### src/rtl/neuron_core_wb_master.sv
// neuron_core_wb_master: Wishbone classic initiator for the neuron_core slave.
// Commands arrive on a valid/ready stream and are queued in a small FIFO.
// Each command becomes one single Wishbone transfer and returns one response.
// A transfer with no ack for TIMEOUT_CYCLES cycles is aborted with rsp_err_o=1.
// Optional build macro NEURON_WB_MASTER_STATS_EN adds transaction/error counters.
module neuron_core_wb_master #(
  parameter int FIFO_DEPTH     = 4,
  parameter int TIMEOUT_CYCLES = 255
) (
  input  logic        clk,
  input  logic        rst_n,
  input  logic        cmd_valid_i,
  output logic        cmd_ready_o,
  input  logic        cmd_we_i,
  input  logic [31:0] cmd_adr_i,
  input  logic [31:0] cmd_dat_i,
  input  logic [3:0]  cmd_sel_i,
  output logic        rsp_valid_o,
  input  logic        rsp_ready_i,
  output logic [31:0] rsp_dat_o,
  output logic        rsp_err_o,
  output logic        busy_o,
  output logic        wbm_cyc_o,
  output logic        wbm_stb_o,
  output logic        wbm_we_o,
  output logic [3:0]  wbm_sel_o,
  output logic [31:0] wbm_adr_o,
  output logic [31:0] wbm_dat_o,
  input  logic        wbm_ack_i,
  input  logic [31:0] wbm_dat_i
`ifdef NEURON_WB_MASTER_STATS_EN
  ,
  output logic [15:0] txn_count_o,
  output logic [7:0]  err_count_o
`endif
);

  localparam int AW = (FIFO_DEPTH > 1) ? $clog2(FIFO_DEPTH) : 1;
  localparam logic [AW:0] PTR_ONE  = {{AW{1'b0}}, 1'b1};
  localparam logic [15:0] TMO_LAST = 16'(TIMEOUT_CYCLES - 1);

  typedef struct packed {
    logic        we;
    logic [31:0] adr;
    logic [31:0] dat;
    logic [3:0]  sel;
  } cmd_t;

  typedef enum logic [1:0] {IDLE, REQ, RESP} state_t;

  state_t      state;
  cmd_t        mem [FIFO_DEPTH];
  cmd_t        cmd_in;
  cmd_t        head;
  logic [AW:0] wr_ptr, rd_ptr;
  logic        full, empty, push, pop;
  logic [15:0] tmo_cnt;

  // Pointers carry one wrap bit above the index so full and empty differ.
  assign empty  = (wr_ptr == rd_ptr);
  assign full   = (wr_ptr[AW-1:0] == rd_ptr[AW-1:0]) && (wr_ptr[AW] != rd_ptr[AW]);
  // Gated by rst_n so every output reads 0 while reset is held.
  assign cmd_ready_o = ~full & rst_n;
  assign push   = cmd_valid_i & cmd_ready_o;
  assign pop    = (state == IDLE) & ~empty;
  assign cmd_in = '{we: cmd_we_i, adr: cmd_adr_i, dat: cmd_dat_i, sel: cmd_sel_i};
  assign head   = mem[rd_ptr[AW-1:0]];
  assign busy_o = ~empty | (state != IDLE);

  // FIFO storage; contents need no reset since the pointers qualify them.
  always_ff @(posedge clk) begin
    if (push) mem[wr_ptr[AW-1:0]] <= cmd_in;
  end

  // FIFO pointers; push and pop in the same cycle both advance.
  always_ff @(posedge clk or negedge rst_n) begin
    if (!rst_n) begin
      wr_ptr <= '0;
      rd_ptr <= '0;
    end else begin
      if (push) wr_ptr <= wr_ptr + PTR_ONE;
      if (pop)  rd_ptr <= rd_ptr + PTR_ONE;
    end
  end

  // Transfer FSM: launch head, wait for ack or timeout, hold response until taken.
  always_ff @(posedge clk or negedge rst_n) begin
    if (!rst_n) begin
      state       <= IDLE;
      wbm_cyc_o   <= 1'b0;
      wbm_stb_o   <= 1'b0;
      wbm_we_o    <= 1'b0;
      wbm_sel_o   <= '0;
      wbm_adr_o   <= '0;
      wbm_dat_o   <= '0;
      tmo_cnt     <= '0;
      rsp_valid_o <= 1'b0;
      rsp_dat_o   <= '0;
      rsp_err_o   <= 1'b0;
    end else begin
      case (state)
        IDLE: begin
          if (!empty) begin
            wbm_cyc_o <= 1'b1;
            wbm_stb_o <= 1'b1;
            wbm_we_o  <= head.we;
            wbm_adr_o <= head.adr;
            wbm_dat_o <= head.dat;
            wbm_sel_o <= head.sel;
            tmo_cnt   <= '0;
            state     <= REQ;
          end
        end
        REQ: begin
          // Ack takes priority over a timeout landing on the same edge.
          if (wbm_ack_i) begin
            wbm_cyc_o   <= 1'b0;
            wbm_stb_o   <= 1'b0;
            wbm_we_o    <= 1'b0;
            rsp_dat_o   <= wbm_we_o ? 32'd0 : wbm_dat_i;
            rsp_err_o   <= 1'b0;
            rsp_valid_o <= 1'b1;
            state       <= RESP;
          end else if (tmo_cnt == TMO_LAST) begin
            wbm_cyc_o   <= 1'b0;
            wbm_stb_o   <= 1'b0;
            wbm_we_o    <= 1'b0;
            rsp_dat_o   <= '0;
            rsp_err_o   <= 1'b1;
            rsp_valid_o <= 1'b1;
            state       <= RESP;
          end else begin
            tmo_cnt <= tmo_cnt + 16'd1;
          end
        end
        RESP: begin
          if (rsp_ready_i) begin
            rsp_valid_o <= 1'b0;
            rsp_dat_o   <= '0;
            rsp_err_o   <= 1'b0;
            state       <= IDLE;
          end
        end
        default: state <= IDLE;
      endcase
    end
  end

`ifdef NEURON_WB_MASTER_STATS_EN
  // Response counters: total wraps, errors saturate.
  always_ff @(posedge clk or negedge rst_n) begin
    if (!rst_n) begin
      txn_count_o <= '0;
      err_count_o <= '0;
    end else if (rsp_valid_o && rsp_ready_i) begin
      txn_count_o <= txn_count_o + 16'd1;
      if (rsp_err_o && (err_count_o != 8'hFF)) err_count_o <= err_count_o + 8'd1;
    end
  end
`endif

endmodule

### config.mk
export PLATFORM = sky130hd
export DESIGN_NAME = neuron_core_wb_master
export DESIGN_NICKNAME = d
export VERILOG_FILES = /design/src/rtl/neuron_core_wb_master.sv
export SDC_FILE = /design/constraint.sdc
export NUM_CORES = 1
export LEC_CHECK = 0
export CORE_ASPECT_RATIO = 2
export CORE_MARGIN = 8
export CORE_UTILIZATION = 49
export CTS_CLUSTER_SIZE = 12
export DETAILED_ROUTE_END_ITERATION = 8
export PLACE_DENSITY = 0.76
export REMOVE_ABC_BUFFERS = 1
export SLEW_MARGIN = 10
export SYNTH_ARGS = -nofsm -noshare
export SYNTH_HDL_FRONTEND = slang
export SYNTH_SLANG_ARGS = --single-unit
### constraint.sdc
create_clock -name clk -period 3.5 [get_ports clk]
set_clock_uncertainty 0.1 [all_clocks]
set_input_delay 0.35 -clock clk [delete_from_list [all_inputs] [get_ports clk]]
set_output_delay 0.35 -clock clk [all_outputs]
set_load 0.005 [all_outputs]
==> results_dict.tcl, run 1 <==
set metrics [dict create \
    p_leak_nw 7.08 \
    cts.sinks 404 \
    postLayoutCellArea_um2 19000 \
    io_buffers 212 \
    synthCells 879 \
    setup_viol 0 \
    dr.pass1.iters 4 \
    vias_per_cell 5.54 \
    maxSlewHeadroom 0.315 \
    overflow 0 \
    grt_pass1_vias 9237 \
    switching_share 0.307 \
    reg2reg_from "rd_ptr[0]$_DFFE_PN0P_" \
    start_kind "flop" \
    rrSetupSlack_ps 860 \
    postSynth.asyncResetShare 0.317 \
    cp.arrival_ps 2450 \
    synth-edff-count 276 \
    synth.area.top_cells "edfxtp_1 55%, dfrtp_1 21%, mux4_2 10%" \
    ys.warnings.count 0 \
    clockBufferDepth 3 \
    rows 91 \
    die_area_um2 37200 \
    worstHoldEndpoint "rsp_dat_o[10]$_DFFE_PN0P_" \
    drt_iter0_markers 461 \
    hold_path.class "primary input to flop" \
    track_usage 0.189 \
    hold_buffers 1 \
    grt_max_degree 72 \
    maxCapViolCount 0 \
    worstPathMaxFanout 6 \
    drive_gt1_frac 0.132 \
    ys_seq_area_frac 0.756 \
    worstMarginPinSlew_ps 1030 \
    r2r-end "mem[3][39]$_DFFE_PP_" \
    wl_per_cell_um 22.9 \
    switchingPower_mw 4.91 \
    internal_power_mw 11.1 \
    post-cts-setup-buffers 0 \
    synth_area_leader_cell "edfxtp_1" \
    min_path_cells 2 \
    cts.repair.resized 0 \
    syn_area_per_cell_um2 17.3 \
    ys_types 51 \
    cts_tree "done" \
    ys_ff_latch 404 \
    dp_hpwl_mm 22.9 \
    irDropWorstVdd_v 0.000498 \
    ys.flop_type "edfxtp_1" \
    whs_ps 316 \
    h-tree-depth 2 \
    final_core_util 0.618 \
    startpoint "rd_ptr[0]$_DFFE_PN0P_" \
    period_share 0.830 \
    min_from "wbm_dat_i[10]" \
    die_x_um 141 \
    start_util 0.494 \
    cts_buffers 40 \
    synth_top_cell_area_share 0.545 \
    pwr-share-comb 0.331 \
    ant_nets 0 \
    drcViolationCount 0 \
    status "finished clean" \
    fmax_ghz 0.344 \
    endpoint_kind "output port" \
    p_clk_frac 0.247 \
    slew_violations 0 \
    die_h_um 265 \
    routed_wl_mm 34.6 \
    grt_pass1_wl_mm 53.6 \
    clock_latency_ps 530 \
    rsz0062_at_grt "false" \
    antenna_found_initial 2 \
    finalHoldViolCount 0 \
    vias 8374 \
    p_seq_frac 0.422 \
    path_clk_slew_ps 60 \
    required_ps 3050 \
    p_per_area_nw_per_um2 840 \
    syn_area_um2 15200 \
    criticalPathCategory "flop to output port" \
    coreArea_um2 30700 \
    cts-root-buf "clkbuf_16" \
    pin_count 213 \
    place_area_um2 17800 \
    gp_congestion 0.775 \
    reg2reg_depth 4 \
    final_nets 1220 \
    min_period_ps 2900 \
    area_growth_pct 25.1 \
]
sequential cells by signal (all words and copies together), names as in the netlist, 2 cells and up:
name,flops
mem,276
rd_ptr,3
rsp_dat_o,32
state,2
tmo_cnt,16
wbm_adr_o,32
wbm_dat_o,32
wbm_sel_o,4
wr_ptr,3
how the worst max path moves through the flow:
stage                       endpoint
6_report                 cmd_ready_o
3_3_place_gp    mem[0][39]$_DFFE_PP_
3_5_place_dp    mem[3][33]$_DFFE_PP_
5_1_grt                  cmd_ready_o
4_1_cts                  cmd_ready_o
2_1_floorplan  rd_ptr[2]$_DFFE_PN0P_
Yosys cell counts (all sizes together), types with 6 or more instances:
cell,number
edfxtp,276
nand2,226
dfrtp,128
mux4,69
a22o,31
clkbuf,25
buf,17
nand3,12
inv,11
mux2i,10
ha,7
nand4,7
xnor2,6
power by group through the flow:
| stage | Clock (mW) | Sequential, mW | Combinational, mW |
|---|---|---|---|
| CTS | 4.03 | 6.76 | 5.44 |
| global placement | 0 | 6.78 | 5.31 |
| detailed placement | 0 | 6.83 | 5.40 |
| finish | 3.94 | 6.75 | 5.29 |
| floorplan | 0 | 7.07 | 2.62 |
| global route | 4.22 | 6.85 | 5.80 |
per-stage QoR:
step / total power [mW] / std cells / setup WS [ps] / TNS, ps
floorplan: 9.69 / 837 / -2700 / -898760
global placement: 12.1 / 1436 / 994 / 0
detailed placement: 12.2 / 1436 / 884 / 0
CTS: 16.2 / 1510 / 563 / 0
global route: 16.9 / 1511 / 477 / 0
finish: 16.0 / 1511 / 596 / 0
cell families (layout without fill, tap and decap cells):
kind of cell / count (synthesis) / after routing / share of synthesized area
buf+inv: 53 / 312 / 0.0153
other cells: 0 / 1 / 0
compound gates: 53 / 53 / 0.0301
flops: 404 / 404 / 0.756
fa+ha+maj: 7 / 7 / 0.00576
xor+xnor: 8 / 8 / 0.00461
simple gates: 274 / 274 / 0.0785
mux: 80 / 80 / 0.110
layout make-up:
class                      count  area [um^2]
sequential                   404        11500
tap                          372          465
fill                        2191        11700
clock inverter                 5         38.8
timing repair buffer         228         2310
antenna                        1         2.50
clock buffer                  68         1150
multi-input combinational    422         3510
inverter                      11         41.3
layer usage:
layer | global-route usage | up-vias | wire [um]
met5 | 0 | - | 0
met4 | 0.0946 | 0 | 1540
met3 | 0.0291 | 70 | 1560
met2 | 0.360 | 269 | 19500
met1 | 0.198 | 4274 | 12000
li1 | - | 3761 | -
layout by cell type (no fill, tap or decap), drive strengths merged, types with 2 or more instances in the layout:
master and n:
edfxtp 276, nand2 226, clkdlybuf4s50 211, dfrtp 128
mux4 69, clkbuf 68, a22o 31, buf 16
nand3 12, inv 11, mux2i 10, ha 7
nand4 7, xnor2 6, and3 5, or4 5
clkinv 5, a31oi 4, o21ai 4, nor4 4
nor2 3, o211ai 3, nor3b 3, xor2 2
a21oi 2, or3b 2
critical path: stages (launching register included):
cell,delay [ps]
dfrtp_4,490
xnor2_1,220
a31oi_1,540
clkdlybuf4s50_1,670
No activity file was read; power rests on OpenSTA's default activity.
==> inputs of run 2 (changes only) <==
--- a/config.mk
+++ b/config.mk
@@ -7,10 +7,10 @@
 export LEC_CHECK = 0
 export CORE_ASPECT_RATIO = 2
 export CORE_MARGIN = 8
-export CORE_UTILIZATION = 49
+export CORE_UTILIZATION = 54
 export CTS_CLUSTER_SIZE = 12
 export DETAILED_ROUTE_END_ITERATION = 8
-export PLACE_DENSITY = 0.76
+export PLACE_DENSITY = 0.79
 export REMOVE_ABC_BUFFERS = 1
 export SLEW_MARGIN = 10
 export SYNTH_ARGS = -nofsm -noshare
==> constraint.sdc (replaced) <==
create_clock -name clk -period 2.7 [get_ports clk]
set_clock_uncertainty 0.1 [all_clocks]
set_input_delay 0.27 -clock clk [delete_from_list [all_inputs] [get_ports clk]]
set_output_delay 0.27 -clock clk [all_outputs]
set_load 0.005 [all_outputs]
==> results_dict.tcl, run 2 (same netlist as run 1, synthesis figures left out) <==
set metrics [dict create \
    status "finished clean" \
    diodes 0 \
    maxSlewHeadroom 0.292 \
    slowest_stage "clkdlybuf4s50_1" \
    drt_iter0_markers 658 \
    final_nets 1226 \
    largest_reg_flops 276 \
    criticalPathCategory "flop to output port" \
    place_area_um2 17900 \
    rsz0062_at_grt "false" \
    period_share 0.932 \
    clock_latency_ps 530 \
    multiInputGateArea_um2 3530 \
    mostFrequentLayoutCells "276 x edfxtp_1, 226 x nand2_1, 211 x clkdlybuf4s50_1, 126 x dfrtp_1, 69 x mux4_2" \
    endpoint_kind "output port" \
    pin_count 213 \
    gp_congestion 0.768 \
    fill_cells 1747 \
    maxCapViolCount 0 \
    dp_cells 1426 \
    worstMarginPinSlew_ps 1060 \
    start_kind "flop" \
    die_x_um 135 \
    grt_pass1_wl_mm 52.3 \
    final_cells 1499 \
    grt_max_degree 72 \
    p_leak_nw 7.13 \
    ant_nets 0 \
    postLayoutCellArea_um2 19100 \
    rows 87 \
    vias_per_cell 5.69 \
    vias 8533 \
    drcViolationCount 0 \
    cp.arrival_ps 2150 \
    cts-root-buf "clkbuf_16" \
    cts_tree "done" \
    finalHoldViolCount 0 \
    cts_buffers 40 \
    crit_buf_inv 1 \
    path_clk_slew_ps 60 \
    die_area_um2 34100 \
    fmax_ghz 0.398 \
    grt_pass1_vias 9253 \
    regArea_um2 11500 \
    crit_path_cell_trace "xnor2_1 -> a31oi_2 -> clkdlybuf4s50_1" \
    track_usage 0.198 \
    max_stage_delay_ps 640 \
    tns_ps 0 \
    hold_path.class "primary input to asynchronous set/reset pin" \
    setup_viol 0 \
    min_period_ps 2520 \
    clockBufferDepth 3 \
    dr.pass1.iters 5 \
    critical-path-top-delay-family "buffers and inverters" \
    whs_ps 65.9 \
    worstPathMaxFanout 6 \
    io_buffers 212 \
    irDropWorstVdd_v 0.000691 \
    area_growth_pct 25.6 \
    p_per_area_nw_per_um2 1090 \
    p_total_mw 20.8 \
    final_common_cell "edfxtp_1" \
    dp_hpwl_mm 20.6 \
    cts.sinks 404 \
    post-cts-setup-buffers 0 \
    antenna_found_initial 1 \
    start_util 0.543 \
    overflow 0 \
    h-tree-depth 2 \
    wl_per_cell_um 22.3 \
    die_h_um 253 \
    required_ps 2330 \
    drive_gt1_frac 0.136 \
    coreArea_um2 28000 \
    slew_violations 0 \
    routed_wl_mm 33.4 \
]
-- run 2: routing by layer --
layer / vias up / track usage / wire, um
li1: 3772 / - / -
met1: 4316 / 0.254 / 13500
met2: 373 / 0.328 / 16500
met3: 70 / 0.0441 / 2520
met4: 2 / 0.0668 / 855
met5: - / 0 / 13
-- run 2: power breakdown --
| group | internal (mW) | switching [mW] |
|---|---|---|
| Clock | 2.86 | 2.18 |
| Combinational | 3.50 | 3.48 |
| Sequential | 8.08 | 0.672 |
-- run 2: final timing paths --
check	slack (ps)	from	depth (start not counted)	endpoint
worst min-delay path	70	rst_n	2	tmo_cnt[4]$_DFFE_PN0P_
worst max register to register	400	tmo_cnt[11]$_DFFE_PN0P_	4	tmo_cnt[2]$_DFFE_PN0P_
min in group clk	260	wbm_dat_i[1]	2	rsp_dat_o[1]$_DFFE_PN0P_
max in group asynchronous	1210	rst_n	3	rd_ptr[1]$_DFFE_PN0P_
worst max-delay path	180	rd_ptr[0]$_DFFE_PN0P_	3	cmd_ready_o
worst min register to register	370	wbm_dat_o[12]$_DFFE_PN0P_	2	wbm_dat_o[12]$_DFFE_PN0P_
-- run 2: cell type report --
class | count | area share
clock buffers | 69 | 0.0598
inverters | 11 | 0.00216
flip-flops and latches | 404 | 0.602
well taps | 356 | 0.0233
repair buffers | 234 | 0.127
clock inverters | 3 | 0.000918
multi-input cells | 422 | 0.185
-- run 2: timing repair --
| action | in CTS | in global routing |
|---|---|---|
| hold buffers | 1 | 0 |
| gates resized for setup | 0 | 2 |
| hold endpoints to repair | 58 | 0 |
| endpoints found under the setup margin | 0 | 1 |
-- run 2: metrics by stage --
step,worst slack [ps],util
2_1_floorplan,-3500,-
3_3_place_gp,241,0.640
3_5_place_dp,182,0.640
4_1_cts,26.5,0.682
5_1_grt,94.6,0.682
6_report,185,0.682
==> inputs of run 3 (changes only) <==
--- a/config.mk
+++ b/config.mk
@@ -7,10 +7,12 @@
 export LEC_CHECK = 0
 export CORE_ASPECT_RATIO = 2
 export CORE_MARGIN = 8
-export CORE_UTILIZATION = 54
+export CORE_UTILIZATION = 57
 export CTS_CLUSTER_SIZE = 12
 export DETAILED_ROUTE_END_ITERATION = 8
-export PLACE_DENSITY = 0.79
+export DONT_BUFFER_PORTS = 1
+export GPL_TIMING_DRIVEN = 0
+export PLACE_DENSITY = 0.72
 export REMOVE_ABC_BUFFERS = 1
 export SLEW_MARGIN = 10
 export SYNTH_ARGS = -nofsm -noshare
==> results_dict.tcl, run 3 (same netlist as run 1, synthesis figures left out) <==
set metrics [dict create \
    area_growth_pct 20.0 \
    drcViolationCount 0 \
    cts-root-buf "clkbuf_16" \
    whs_ps -665 \
    irDropWorstVdd_v 0.000749 \
    slowest_stage "dfrtp_4" \
    coreArea_um2 26300 \
    grt_pass1_vias 9080 \
    final_core_util 0.694 \
    clock_latency_ps 530 \
    rsz0062_at_grt "false" \
    track_usage 0.218 \
    fmax_ghz 0.385 \
    wl_per_cell_um 25.3 \
    hold_buffers 105 \
    violations "hold timing" \
    dp_hpwl_mm 19.9 \
    h-tree-depth 2 \
    die_x_um 131 \
    setup_viol 0 \
    pin_count 213 \
    cts_buffers 40 \
    crit_path_cell_trace "xnor2_2 -> a31oi_4 -> and3_4 -> buf_4" \
    maxSlewHeadroom 0.442 \
    antenna_found_initial 2 \
    p_total_mw 20.0 \
    tns_ps 0 \
    ant_nets 0 \
    p_leak_nw 6.85 \
    grt_max_degree 130 \
    fill_cells 1662 \
    worstPathMaxFanout 35 \
    worstMarginPinSlew_ps 835 \
    gp_congestion 0.753 \
    io_buffers 0 \
    final_nets 1129 \
    drt_iter0_markers 539 \
    drive_gt1_frac 0.162 \
    place_ws_ps -704 \
    cts_tree "done" \
    vias_per_cell 5.96 \
    routed_wl_mm 35.2 \
    endpoint_kind "flop" \
    criticalPathCategory "flop to flop" \
    die_area_um2 32500 \
    finalHoldViolCount 128 \
    setup_ws_ps 103 \
    vias 8300 \
    hold_path.class "primary input to asynchronous set/reset pin" \
    start_kind "flop" \
    path_clk_slew_ps 60 \
    slew_violations 0 \
    start_util 0.578 \
    grt_pass1_wl_mm 53.5 \
    dr.pass1.iters 5 \
    die_h_um 247 \
    largest_reg_flops 276 \
    maxCapViolCount 0 \
    multiInputGateArea_um2 3620 \
    rows 84 \
    clockBufferDepth 3 \
    cts.sinks 404 \
    required_ps 2800 \
    regArea_um2 11500 \
    status "finished with violations" \
    overflow 0 \
    final_common_cell "edfxtp_1" \
    mostFrequentLayoutCells "276 x edfxtp_1, 225 x nand2_1, 126 x dfrtp_1, 105 x dlygate4sd3_1, 69 x mux4_2" \
    max_stage_delay_ps 810 \
    p_per_area_nw_per_um2 1100 \
    period_share 0.962 \
    cp.arrival_ps 2700 \
    min_period_ps 2600 \
]
## run 3: report_power, final
part / internal [mW] / switching (mW) / total [mW] / leakage (nW)
clock: 2.90 / 2.21 / 5.11 / 0.567
combinational: 2.52 / 3.15 / 5.67 / 2.17
sequential: 8.08 / 1.13 / 9.20 / 4.12
## run 3: path summary, 6_finish.rpt
check | start | slack, ps | cells after the start | to
max | rd_ptr[1]$_DFFE_PN0P_ | 100 | 4 | mem[0][33]$_DFFE_PP_
min | rst_n | -670 | 0 | wbm_dat_o[14]$_DFFE_PN0P_
max reg2reg | rd_ptr[1]$_DFFE_PN0P_ | 100 | 4 | mem[0][33]$_DFFE_PP_
min reg2reg | tmo_cnt[15]$_DFFE_PN0P_ | 370 | 1 | tmo_cnt[15]$_DFFE_PN0P_
max in group asynchronous | rst_n | 2890 | 0 | wbm_dat_o[16]$_DFFE_PN0P_
min in group clk | wbm_ack_i | 30 | 4 | rsp_valid_o$_DFFE_PN0P_
## run 3: metal layers
layer / routed length (um) / part of all wire / GRT usage
met1: 11900 / 0.34 / 0.223
met2: 19500 / 0.55 / 0.407
met3: 2290 / 0.065 / 0.0465
met4: 1560 / 0.044 / 0.114
met5: 0 / 0 / 0
## run 3: area by class of cell
class | count | share of cell area
antenna | 2 | 0.000274
clock buffer | 70 | 0.0633
clock inverter | 3 | 0.00158
inverter | 11 | 0.00226
multi-input combinational | 427 | 0.198
sequential | 404 | 0.630
tap | 344 | 0.0236
timing repair buffer | 132 | 0.0804
## run 3: critical path: cells and delay by family, from the launching register on
family / cells / cell delay [ps]
compound gates: 1 / 410
xor+xnor: 1 / 310
flops: 1 / 810
simple gates: 1 / 300
buf+inv: 1 / 290
## run 3: what timing repair did
action                     4_1_cts  5_1_grt
gates cloned                     5        0
gates resized for setup          8        2
setup buffers                    8        3
pin swaps                        6        2
setup endpoints to repair      332       29
hold endpoints to repair       449      128
## run 3: per-stage QoR
stage	instances	instance area [um^2]
global route	1393	18200
floorplan	837	15000
finish	1393	18200
detailed placement	1197	15800
global placement	1181	15400
CTS	1388	18200
